### src/rtl/alu_accum_unit.sv
// Accumulator-style ALU with A/B registers, registered result and flags.
// Every operation takes at least one EXEC cycle. SHL and SHR with a shift
// amount of 2 or more continue one bit per cycle in SHIFT, on a working copy
// of A.
module alu_accum_unit #(
  parameter int WIDTH      = 8,
  parameter bit SIGNED_CMP = 1'b0
) (
  input  logic             clk,
  input  logic             rst_n,
  input  logic             op_valid,
  output logic             op_ready,
  input  logic [3:0]       opcode,
  input  logic [WIDTH-1:0] din,
  input  logic             ld_b,
  output logic [WIDTH-1:0] y,
  output logic             flag_z,
  output logic             flag_n,
  output logic             flag_c,
  output logic             flag_v,
  output logic             done,
  output logic [WIDTH-1:0] a_led,
  output logic [WIDTH-1:0] b_led
);
  localparam int SW = $clog2(WIDTH);
  localparam logic [WIDTH-1:0] MSB_ONLY = {1'b1, {(WIDTH-1){1'b0}}};
  localparam logic [WIDTH-1:0] ONE      = {{(WIDTH-1){1'b0}}, 1'b1};

  typedef enum logic [1:0] {IDLE, EXEC, SHIFT} state_t;

  state_t           state;
  logic [WIDTH-1:0] a, b;
  logic [3:0]       s_op;
  logic [WIDTH-1:0] s_a, s_b, s_din, wk;
  logic             s_ldb;
  logic [SW-1:0]    cnt;

  logic [SW-1:0]    shamt;
  logic             is_shift;
  logic [WIDTH-1:0] src, st_r, res;
  logic             st_c, rc, rv, gt, fin;
  logic [WIDTH:0]   wide;

  assign op_ready = (state == IDLE);
  assign a_led    = a;
  assign b_led    = b;
  assign shamt    = s_b[SW-1:0];
  assign is_shift = (s_op == 4'h2) || (s_op == 4'h3);

  // One shift step: the first step works on the snapshot of A, later steps on the working copy.
  always_comb begin
    src = (state == EXEC) ? s_a : wk;
    if (s_op == 4'h2) begin
      st_r = {src[WIDTH-2:0], 1'b0};
      st_c = src[WIDTH-1];
    end else begin
      st_r = {1'b0, src[WIDTH-1:1]};
      st_c = src[0];
    end
  end

  // Result and carry/overflow for the snapshotted operation.
  always_comb begin
    res  = '0;
    rc   = 1'b0;
    rv   = 1'b0;
    wide = '0;
    gt   = SIGNED_CMP ? ($signed(s_a) > $signed(s_b)) : (s_a > s_b);
    case (s_op)
      4'h0: begin
        wide = {1'b0, s_a} + {1'b0, s_b};
        res  = wide[WIDTH-1:0];
        rc   = wide[WIDTH];
        rv   = (s_a[WIDTH-1] == s_b[WIDTH-1]) && (res[WIDTH-1] != s_a[WIDTH-1]);
      end
      4'h1: begin
        wide = {1'b0, s_a} - {1'b0, s_b};
        res  = wide[WIDTH-1:0];
        rc   = wide[WIDTH];
        rv   = (s_a[WIDTH-1] != s_b[WIDTH-1]) && (res[WIDTH-1] != s_a[WIDTH-1]);
      end
      4'h2, 4'h3: begin
        // shamt 0 is a plain pass-through of A
        if (shamt == '0) res = s_a;
        else begin
          res = st_r;
          rc  = st_c;
        end
      end
      4'h4: res = (s_a == s_b) ? '0 : (gt ? ONE : '1);
      4'h5: res = s_a & s_b;
      4'h6: res = s_a | s_b;
      4'h7: res = s_a ^ s_b;
      4'h8: res = ~(s_a & s_b);
      4'h9: res = ~(s_a | s_b);
      4'hA: res = ~(s_a ^ s_b);
      4'hB: res = ~s_a;
      4'hC: begin
        res = '0 - s_a;
        rv  = (s_a == MSB_ONLY);
      end
      default: ;
    endcase
  end

  // Completing edge: EXEC unless a multi-bit shift is pending, or the last SHIFT step.
  assign fin = ((state == EXEC) && !(is_shift && (shamt > SW'(1)))) ||
               ((state == SHIFT) && (cnt == SW'(1)));

  // Control FSM, register file and result/flag registers.
  always_ff @(posedge clk or negedge rst_n) begin
    if (!rst_n) begin
      state  <= IDLE;
      a      <= '0;
      b      <= '0;
      y      <= '0;
      flag_z <= 1'b0;
      flag_n <= 1'b0;
      flag_c <= 1'b0;
      flag_v <= 1'b0;
      done   <= 1'b0;
      s_op   <= '0;
      s_a    <= '0;
      s_b    <= '0;
      s_din  <= '0;
      s_ldb  <= 1'b0;
      wk     <= '0;
      cnt    <= '0;
    end else begin
      done <= 1'b0;
      case (state)
        IDLE: if (op_valid) begin
          s_op  <= opcode;
          s_a   <= a;
          s_b   <= b;
          s_din <= din;
          s_ldb <= ld_b;
          state <= EXEC;
        end
        EXEC: if (!fin) begin
          wk    <= st_r;
          cnt   <= shamt - SW'(1);
          state <= SHIFT;
        end
        SHIFT: begin
          wk  <= st_r;
          cnt <= cnt - SW'(1);
        end
        default: state <= IDLE;
      endcase
      if (fin) begin
        done  <= 1'b1;
        state <= IDLE;
        case (s_op)
          4'hD: a <= y;
          4'hE: begin
            a <= s_b;
            b <= s_a;
          end
          4'hF: if (s_ldb) b <= s_din; else a <= s_din;
          default: begin
            y      <= res;
            flag_z <= (res == '0);
            flag_n <= res[WIDTH-1];
            flag_c <= rc;
            flag_v <= rv;
          end
        endcase
      end
    end
  end
endmodule

### config.mk
export PLATFORM = sky130hd
export DESIGN_NAME = alu_accum_unit
export DESIGN_NICKNAME = d
export VERILOG_FILES = /design/src/rtl/alu_accum_unit.sv
export SDC_FILE = /design/constraint.sdc
export NUM_CORES = 1
export LEC_CHECK = 0
export CORE_MARGIN = 2
export CORE_UTILIZATION = 40
export CTS_BUF_LIST = sky130_fd_sc_hd__clkbuf_4
export DETAILED_ROUTE_END_ITERATION = 8
export GPL_TIMING_DRIVEN = 0
export SYNTH_ARGS = -nofsm -noshare
export SYNTH_HDL_FRONTEND = slang
export SYNTH_SLANG_ARGS = --single-unit
### constraint.sdc
create_clock -name clk -period 3.35 [get_ports clk]
set_clock_uncertainty 0.15 [all_clocks]
set_input_delay 0.67 -clock clk [delete_from_list [all_inputs] [get_ports clk]]
set_output_delay 0.67 -clock clk [all_outputs]
set_load 0.02 [all_outputs]
=== After elaboration in Yosys (flattened, before gate mapping) ===
Index checks and enable logic that the tools add are counted.

* Multiplexer cells: 22
* Order comparisons: 2
* Equality and inequality tests: 29
* Bitwise logic cells: 8
* Add/subtract/negate cells: 5
* Reductions and logical operators: 23

{| class="wikitable"
|+ Operators with widths
! operator !! number
|-
| case mux 8 bit (12 select lines) || 1
|-
| two-way mux 8 bit || 8
|-
| equality test 4 bit (second input constant) || 8
|-
| inverter 8 bit || 4
|-
| case mux 8 bit (2 select lines) || 2
|-
| case mux 8 bit (3 select lines) || 1
|-
| equality test 4 x 3 -> 1 bit (second input constant) || 4
|-
| adder 8 x 8 -> 9 bit || 1
|-
| subtractor 8 x 8 -> 9 bit || 1
|-
| AND 8 bit || 1
|-
| equality test 4 x 2 -> 1 bit (second input constant) || 2
|-
| equality test 8 bit || 1
|-
| equality test 8 bit (second input constant) || 1
|-
| > comparator 8 bit || 1
|-
| logical NOT 8 bit || 1
|-
| inequality test 2 bit (second input constant) || 4
|-
| OR 8 bit || 1
|-
| AND reduction 2 bit || 4
|-
| subtractor 1 x 8 -> 8 bit (first input constant) || 1
|-
| XOR 8 bit || 1
|-
| case mux 1 bit (3 select lines) || 2
|-
| case mux 2 bit (3 select lines) || 1
|-
| case mux 3 bit (2 select lines) || 1
|-
| AND reduction 3 bit || 2
|-
| other kinds (23) || 35
|}

* Bits of input ports: 16
* Logic and storage cells: 105
* Output and inout port bits: 30
* Register bits: 71

=== Depth between registers and ports, before layout ===
Gate-level depths: netlist of run 1.

* Word-level depth: 8
* Gate-level depth with buffers: 12
* Mapped depth without buffers: 11

=== Worst setup path before layout of run 1 ===
Ideal clock, no wire load.

* Path type: register to register
* Start point: register s_a[4]
* End point: register flag_z
* Stages on the path, launching flop included: 12
* Setup time: 68 ps
* Arrival time: 2689 ps
* Setup slack: 443 ps
* Clock period less this slack: 2907 ps
* Required time: 3132 ps
* Buffers on the path: 1
* Cells stage by stage: dfrtp_1 clkbuf_1 inv_1 ha_1 or4_1 nor3_2 nor2_1 o2111a_2 nor4b_1 inv_1 nor4_1 a32o_1

* Word-level cells in the longest chain between the ends: 5
* Elaborated cells between the ends (all ways): 19
* Classes of those cells: add/sub (3); order compare (1); eq/ne (1); mux (6); bitwise (7); reduce/logical (1)

{| class="wikitable"
|+ Ends and longest elaborated chain
! element !! RTL line !! RTL
|-
| from (decl) || 34 || <nowiki>logic [WIDTH-1:0] s_a, s_b, s_din, wk;</nowiki>
|-
| from (signal assigned) || 123 || <nowiki>s_a <= '0;</nowiki>
|-
| from (signal assigned) || 134 || <nowiki>s_a <= a;</nowiki>
|-
| > comparator 8 bit / two-way mux 8 bit (equally long branches) || 68, 52 ||
|-
| two-way mux 8 bit (on tied branches) || 90, 53 ||
|-
| two-way mux 8 bit (on tied branches) || 90, 84 ||
|-
| case mux 8 bit (12 select lines) * || 69 || <nowiki>case (s_op)</nowiki>
|-
| logical NOT 8 bit * || 163 || <nowiki>flag_z <= (res == '0);</nowiki>
|-
| to (signal assigned) || 163 ||
|-
| to (decl) || 17 || <nowiki>output logic flag_z,</nowiki>
|}

Mark *: on every way between the ends. The rest lies on a longest branch, timed or not.
A chain may end at the register's enable or synchronous reset.

=== Worst setup path in the final report of run 1 ===
* Start point: register s_a[6]
* End point: register flag_z

Same word-level chain as after synthesis.

==> results of run 1 <==
==> path summary, 6_finish.rpt <==
path                            startpoint       end  slack [ns]  cells past startpoint
worst min register to register      flag_c    flag_c        0.38                      2
worst min-delay path                 rst_n  b_led[2]        0.17                      1
min in group clk                    flag_c    flag_c        0.38                      2
max in group asynchronous            rst_n    s_a[4]        2.21                      1
worst max register to register      s_a[6]    flag_z        0.12                     12
worst max-delay path                s_a[6]    flag_z        0.12                     12
==> registers in the layout (all words and copies together) (netlist names), 2 cells and up <==
signal and count:
a_led 8, b_led 8, cnt 3, s_a 8, s_b 8, s_din 8
s_op 4, state 2, wk 8, y 8
==> cell usage after synthesis, types with 3 or more instances <==
library cell / number
dfrtp_1: 70
nand2_1: 60
o21ai_0: 51
nor2_1: 44
a21oi_1: 33
ha_1: 30
inv_1: 30
mux2_2: 30
mux2i_1: 19
nor3_1: 16
buf_2: 15
clkbuf_1: 12
nand3_1: 12
nand2b_1: 9
mux4_2: 8
nor2b_1: 8
xnor2_1: 8
a22oi_1: 7
a31oi_1: 6
and3_1: 5
o22ai_1: 5
nand4_1: 4
o311ai_0: 4
a211oi_1: 3
a21o_1: 3
a221o_1: 3
a221oi_1: 3
buf_4: 3
o221ai_1: 3
o31ai_1: 3
or3_1: 3
==> metal layers <==
layer / global-route usage / share of wire / vias up
met5: 0 / 0 / -
met4: 0.116 / 0.032 / 0
met3: 0.0286 / 0.081 / 47
met2: 0.385 / 0.46 / 298
met1: 0.327 / 0.43 / 2383
li1: - / - / 2205
==> per-stage QoR <==
step | power [mW] | hold slack (ns)
floorplan | 4.54 | 0.224
global route | 7.48 | 0.255
detailed placement | 5.96 | 0.346
CTS | 6.78 | 0.215
global placement | 5.92 | 0.345
finish | 7.05 | 0.174
==> cells by family (layout without fill, tap and decap cells) <==
family                     count (synthesis)  in the layout  share of synthesized area
xor gates and xnor gates                   8              8                     0.0136
muxes                                     57             57                      0.138
DFF                                       70             70                      0.340
and+or+nand+nor                          181            181                      0.173
adders and majority gates                 32             32                     0.0807
buffers and inverters                     67            148                     0.0578
AOI/OAI and AO/OA                        151            151                      0.197
==> power groups by stage <==
| stage | logic (mW) | registers (mW) | clock network [mW] |
|---|---|---|---|
| after floorplan | 2.86 | 1.68 | 0 |
| after global placement | 4.29 | 1.63 | 0 |
| after detailed placement | 4.31 | 1.64 | 0 |
| after CTS | 4.48 | 1.65 | 0.648 |
| after global routing | 5.15 | 1.65 | 0.678 |
| final | 4.81 | 1.61 | 0.633 |
==> critical path, delay by kind of cell (launching register included) <==
family                     cells  cell delay (ns)
AOI/OAI and AO/OA              2             0.43
buffers and inverters          4             0.56
adders and majority gates      1             0.27
DFF                            1             0.49
and+or+nand+nor                5             1.27
==> repair_timing <==
action,CTS,global route
pin swaps,3,5
setup buffers,4,18
cloned,0,0
gates resized for setup,18,9
setup endpoints to repair,8,5
==> layout make-up <==
| type | count | area, um2 |
|---|---|---|
| fill | 1232 | 6400 |
| timing repair buffer | 67 | 626 |
| inverter | 32 | 128 |
| sequential | 70 | 1760 |
| tap | 172 | 215 |
| buffer | 33 | 176 |
| clock buffer | 9 | 67.6 |
| multi-input combinational | 429 | 3150 |
| clock inverter | 7 | 95.1 |
==> results.md, run 1 <==
* Run status: finished clean
* Core region area at 12600 um2
* Detailed placer's ending HPWL at 12500 um
* CP max stage delay at 0.49 ns
* I/O Pins at 46
* PortBufs at 45
* Largest net degree at the start of global routing at 71
* Arrival @ worst endpoint at 3.45 ns
* Final Hold Violating Endpoints at 0
* #FFs+latches synth at 70
* Die Footprint at 13800 um2
* Wire per inst at 20.5 um
* NetSw at 3.50 mW
* DR vias at 4933
* Most frequent cells in the layout: dfrtp_1, nand2_1, o21ai_0
* Final worst path period share at 0.963
* Nets at 690
* Setup ws final at 0.123 ns
* Fmax at 310 MHz
* DRC viols at 0
* Max cap viols at 0
* ANT cells at 0
* Layout Utilization at 0.493
* Clk pwr share at 0.090
* Drt first pass iters at 6
* Worst vdd ir at 0.611 mV
* Sw Share at 0.496
* Syn. warnings at 0
* DR vias/cell at 6.02
* Worst slew pin tran at 0.999 ns
* Die span in y at 117 um
* Placed Area at 5810 um2
* H-tree depth at 3
* Grt ovf at 0
* CP Capture Type: flip-flop
* Area Overhead vs Synth at 20.8%
* Number of DRC markers in iteration 0 at 455
* Worst Path Max Fanout at 8
* Commonest non-fill, non-tap cell in the layout: dfrtp_1
* Crit-path cells: inv_1 > ha_1 > buf_6 > or3_4 > nor3_2 > nor2_1 > o2111a_2 > buf_12 > nor4b_4 > inv_1 > nor4_2 > a32o_1
* Antenna violations before repair at 0
* CTS Buffer Depth at 2
* Clk sinks at 70
* CTS Hold Buffers Added at 0
* Final instance area at 6220 um2
* Worst-skew pair later-pin latency at 0.44 ns
* WL final at 16800 um
* Syn_nets at 614
* Gr usage total at 0.241
* Pwr dens at 1130 nW/um2
* HP Class: input port to async pin
* CP Launch Type: flip-flop
* Detail Route Antenna Nets at 0
* Synth area leaders: dfrtp_1, ha_1, mux2_2
* Worst path required time at 3.57 ns
* Sum of negative setup slack at 0 ns
* Vias in the first global route at 4787
* CP dominant cell by count: inv_1
* Clk slew on worst S/H paths at 0.12 ns
* Pre-CTS WS at -0.551 ns
* Max Slew Vio Count at 0
* Post-synth top area cell: dfrtp_1
* Final setup viols at 0
* Internal power at 3.55 mW
* Static leakage at 2.67 nW
* Fraction of layout cells with a size suffix above 1 at 0.204
* Register area share after synthesis at 0.340
* Starting density of the core at 0.408
* Post-Synthesis Cells at 566
* Number of flops mapped to enable cells by yosys at 0
* Synth Cell Area at 5150 um2
* RSZ-0062 raised after global routing: no
* Global-route wire length before repair at 26200 um
* Main synth FF type: dfrtp_1
* Gate power share at 0.682
* Fraction of registers with async set/reset at 1.00
* Synth cell types at 74
* Placer Congestion at 0.962
* Non-Filler Instances at 819
* Seq pwr share at 0.228
* Die width at 117 um
* Relative slew slack at 0.329
* Root buf cell: clkbuf_4
* Crit path time final at 3.23 ns
* Row count at 41
* Inserted Clock Buffers at 9
* CP max stage cell: dfrtp_2
* Mean Syn Cell Area at 9.10 um2
* Yosys top cell area share at 0.340
* Dpl cells at 783
* CTS tree: yes
* Crit path kind: flip-flop to flip-flop
Note: power is estimated with default switching activity, not from simulation.
==> run 2, diff against run 1 <==
--- a/config.mk
+++ b/config.mk
@@ -13,3 +13,4 @@
 export SYNTH_ARGS = -nofsm -noshare
 export SYNTH_HDL_FRONTEND = slang
 export SYNTH_SLANG_ARGS = --single-unit
+export TNS_END_PERCENT = 50
==> results of run 2 <==
Final layout, timing and power as in run 1 (identical DEF).
==> run 3, diff against run 2 <==
--- a/config.mk
+++ b/config.mk
@@ -10,6 +10,7 @@
 export CTS_BUF_LIST = sky130_fd_sc_hd__clkbuf_4
 export DETAILED_ROUTE_END_ITERATION = 8
 export GPL_TIMING_DRIVEN = 0
+export SKIP_LAST_GASP = 1
 export SYNTH_ARGS = -nofsm -noshare
 export SYNTH_HDL_FRONTEND = slang
 export SYNTH_SLANG_ARGS = --single-unit
==> results.md, run 3 (synthesis results as in run 1) <==
* Final setup viols at 0 (unchanged)
* Max cap viols at 0 (unchanged)
* CP Launch Type: flip-flop
* DRC viols at 0 (unchanged)
* Gr usage total at 0.241 (about the same)
* Clk sinks at 70 (unchanged)
* CTS tree: yes
* Detailed placer's ending HPWL at 12500 um (unchanged)
* DR vias/cell at 5.97 (-0.81%)
* Commonest non-fill, non-tap cell in the layout: dfrtp_1
* Global-route wire length before repair at 26100 um (about the same)
* Area Overhead vs Synth at 20.7% (about the same)
* Antenna violations before repair at 0 (unchanged)
* CP max stage delay at 0.58 ns (+0.09 ns)
* Die width at 117 um (unchanged)
* Pre-CTS WS at -0.551 ns (unchanged)
* Worst slew pin tran at 1.16 ns (+0.166 ns)
* Non-Filler Instances at 820 (+0.12%)
* CP dominant cell by count: buf_2
* Max Slew Vio Count at 0 (unchanged)
* Fraction of layout cells with a size suffix above 1 at 0.202 (-0.00186)
* Placer Congestion at 0.962 (unchanged)
* Drt first pass iters at 7 (+1)
* I/O Pins at 46 (unchanged)
* HP Class: input port to async pin
* Final Hold Violating Endpoints at 0 (unchanged)
* Relative slew slack at 0.217 (-0.112)
* Die Footprint at 13800 um2 (unchanged)
* Dpl cells at 783 (unchanged)
* Crit path time final at 3.31 ns (+0.0879 ns)
* Arrival @ worst endpoint at 3.49 ns (+0.04 ns)
* PortBufs at 45 (unchanged)
* DR vias at 4899 (-0.69%)
* Static leakage at 2.67 nW (+0.11%)
* Number of DRC markers in iteration 0 at 419 (-7.9%)
* Run status: finished clean
* Pwr Total at 7.05 mW (about the same)
* WL final at 16800 um (-0.21%)
* CP max stage cell: nor3b_1
* Layout Utilization at 0.493 (about the same)
* Largest net degree at the start of global routing at 71 (unchanged)
* Row count at 41 (unchanged)
* Worst-skew pair later-pin latency at 0.44 ns (about the same)
* RSZ-0062 raised after global routing: no
* Sum of negative setup slack at 0 ns (unchanged)
* Hold_ws at 0.175 ns (+0.00145 ns)
* Starting density of the core at 0.408 (unchanged)
* Worst vdd ir at 0.611 mV (about the same)
* Buf/Inv on CP at 3 (-1)
* Most frequent cells in the layout: dfrtp_1, nand2_1, o21ai_0
* Clk slew on worst S/H paths at 0.12 ns (about the same)
* Final instance area at 6220 um2 (about the same)
* Grt ovf at 0 (unchanged)
* CP delay by family, top: compound AO/OA/AOI/OAI gates
* Final worst path period share at 0.989 (+0.0262)
* Nets at 691 (+0.14%)
* Die span in y at 117 um (unchanged)
* Root buf cell: clkbuf_4
* Core region area at 12600 um2 (unchanged)
* Crit path kind: flip-flop to flip-flop
* Pwr dens at 1130 nW/um2 (+0.15%)
* Inserted Clock Buffers at 9 (unchanged)
* H-tree depth at 3 (unchanged)
* Placed Area at 5810 um2 (unchanged)
* Fmax at 302 MHz (-2.7%)
* Worst path required time at 3.53 ns (-0.04 ns)
* Wire per inst at 20.5 um (-0.33%)
* CTS Buffer Depth at 2 (unchanged)
* Worst Path Max Fanout at 10 (+2)
* Crit-path cells: buf_2 > nor3b_1 > o21ai_1 > a21oi_1 > inv_2 > nand2_1 > buf_2 > mux2_2
* Setup ws final at 0.0355 ns (-0.0879 ns)
* Vias in the first global route at 4781 (-0.13%)
* ANT cells at 0 (unchanged)
* Detail Route Antenna Nets at 0 (unchanged)
* CP Capture Type: flip-flop
-- run 3: where the power goes --
group / switching, mW / leakage (nW) / total, mW / internal, mW
clock network: 0.326 / 0.0883 / 0.631 / 0.305
registers: 0.385 / 0.873 / 1.61 / 1.22
logic: 2.78 / 1.71 / 4.82 / 2.04
-- run 3: final cells by class --
class                           count  area [um2]
Fill cell                        1235        6400
Multi-Input combinational cell    429        3140
Sequential cell                    70        1760
Timing Repair Buffer               68         633
Tap cell                          172         215
Buffer                             33         174
Inverter                           32         128
Clock inverter                      7        95.1
Clock buffer                        9        67.6
-- run 3: what timing repair did --
action | 4_1_cts | 5_1_grt
buffers inserted | 4 | 19
endpoints found under the setup margin | 8 | 13
pin swaps | 3 | 5
hold buffers | 0 | 0
gates resized for setup | 17 | 6
-- run 3: worst paths after layout --
kind	start	endpoint	slack [ns]	cells after the start
setup / recovery	s_op[3]	y[3]	0.04	8
setup reg to reg	s_op[3]	y[3]	0.04	8
hold reg to reg	b_led[1]	s_b[1]	0.37	2
min in group clk	b_led[1]	s_b[1]	0.37	2
max in group asynchronous	rst_n	s_a[4]	2.21	1
hold / removal	rst_n	b_led[2]	0.18	1
-- run 3: worst reg2reg max path: cells and delay by family (launching register included) --
family          cells  cell delay, ns
simple gates        2            0.78
buf+inv             3            0.65
flops               1            0.45
compound gates      2            0.81
mux                 1            0.38
-- run 3: metal layers --
metal / vias up / GRT usage / routed length (um)
met5: - / 0 / 0
met4: 0 / 0.114 / 532
met3: 55 / 0.0271 / 1300
met2: 276 / 0.385 / 7690
met1: 2359 / 0.328 / 7270
li1: 2209 / - / -
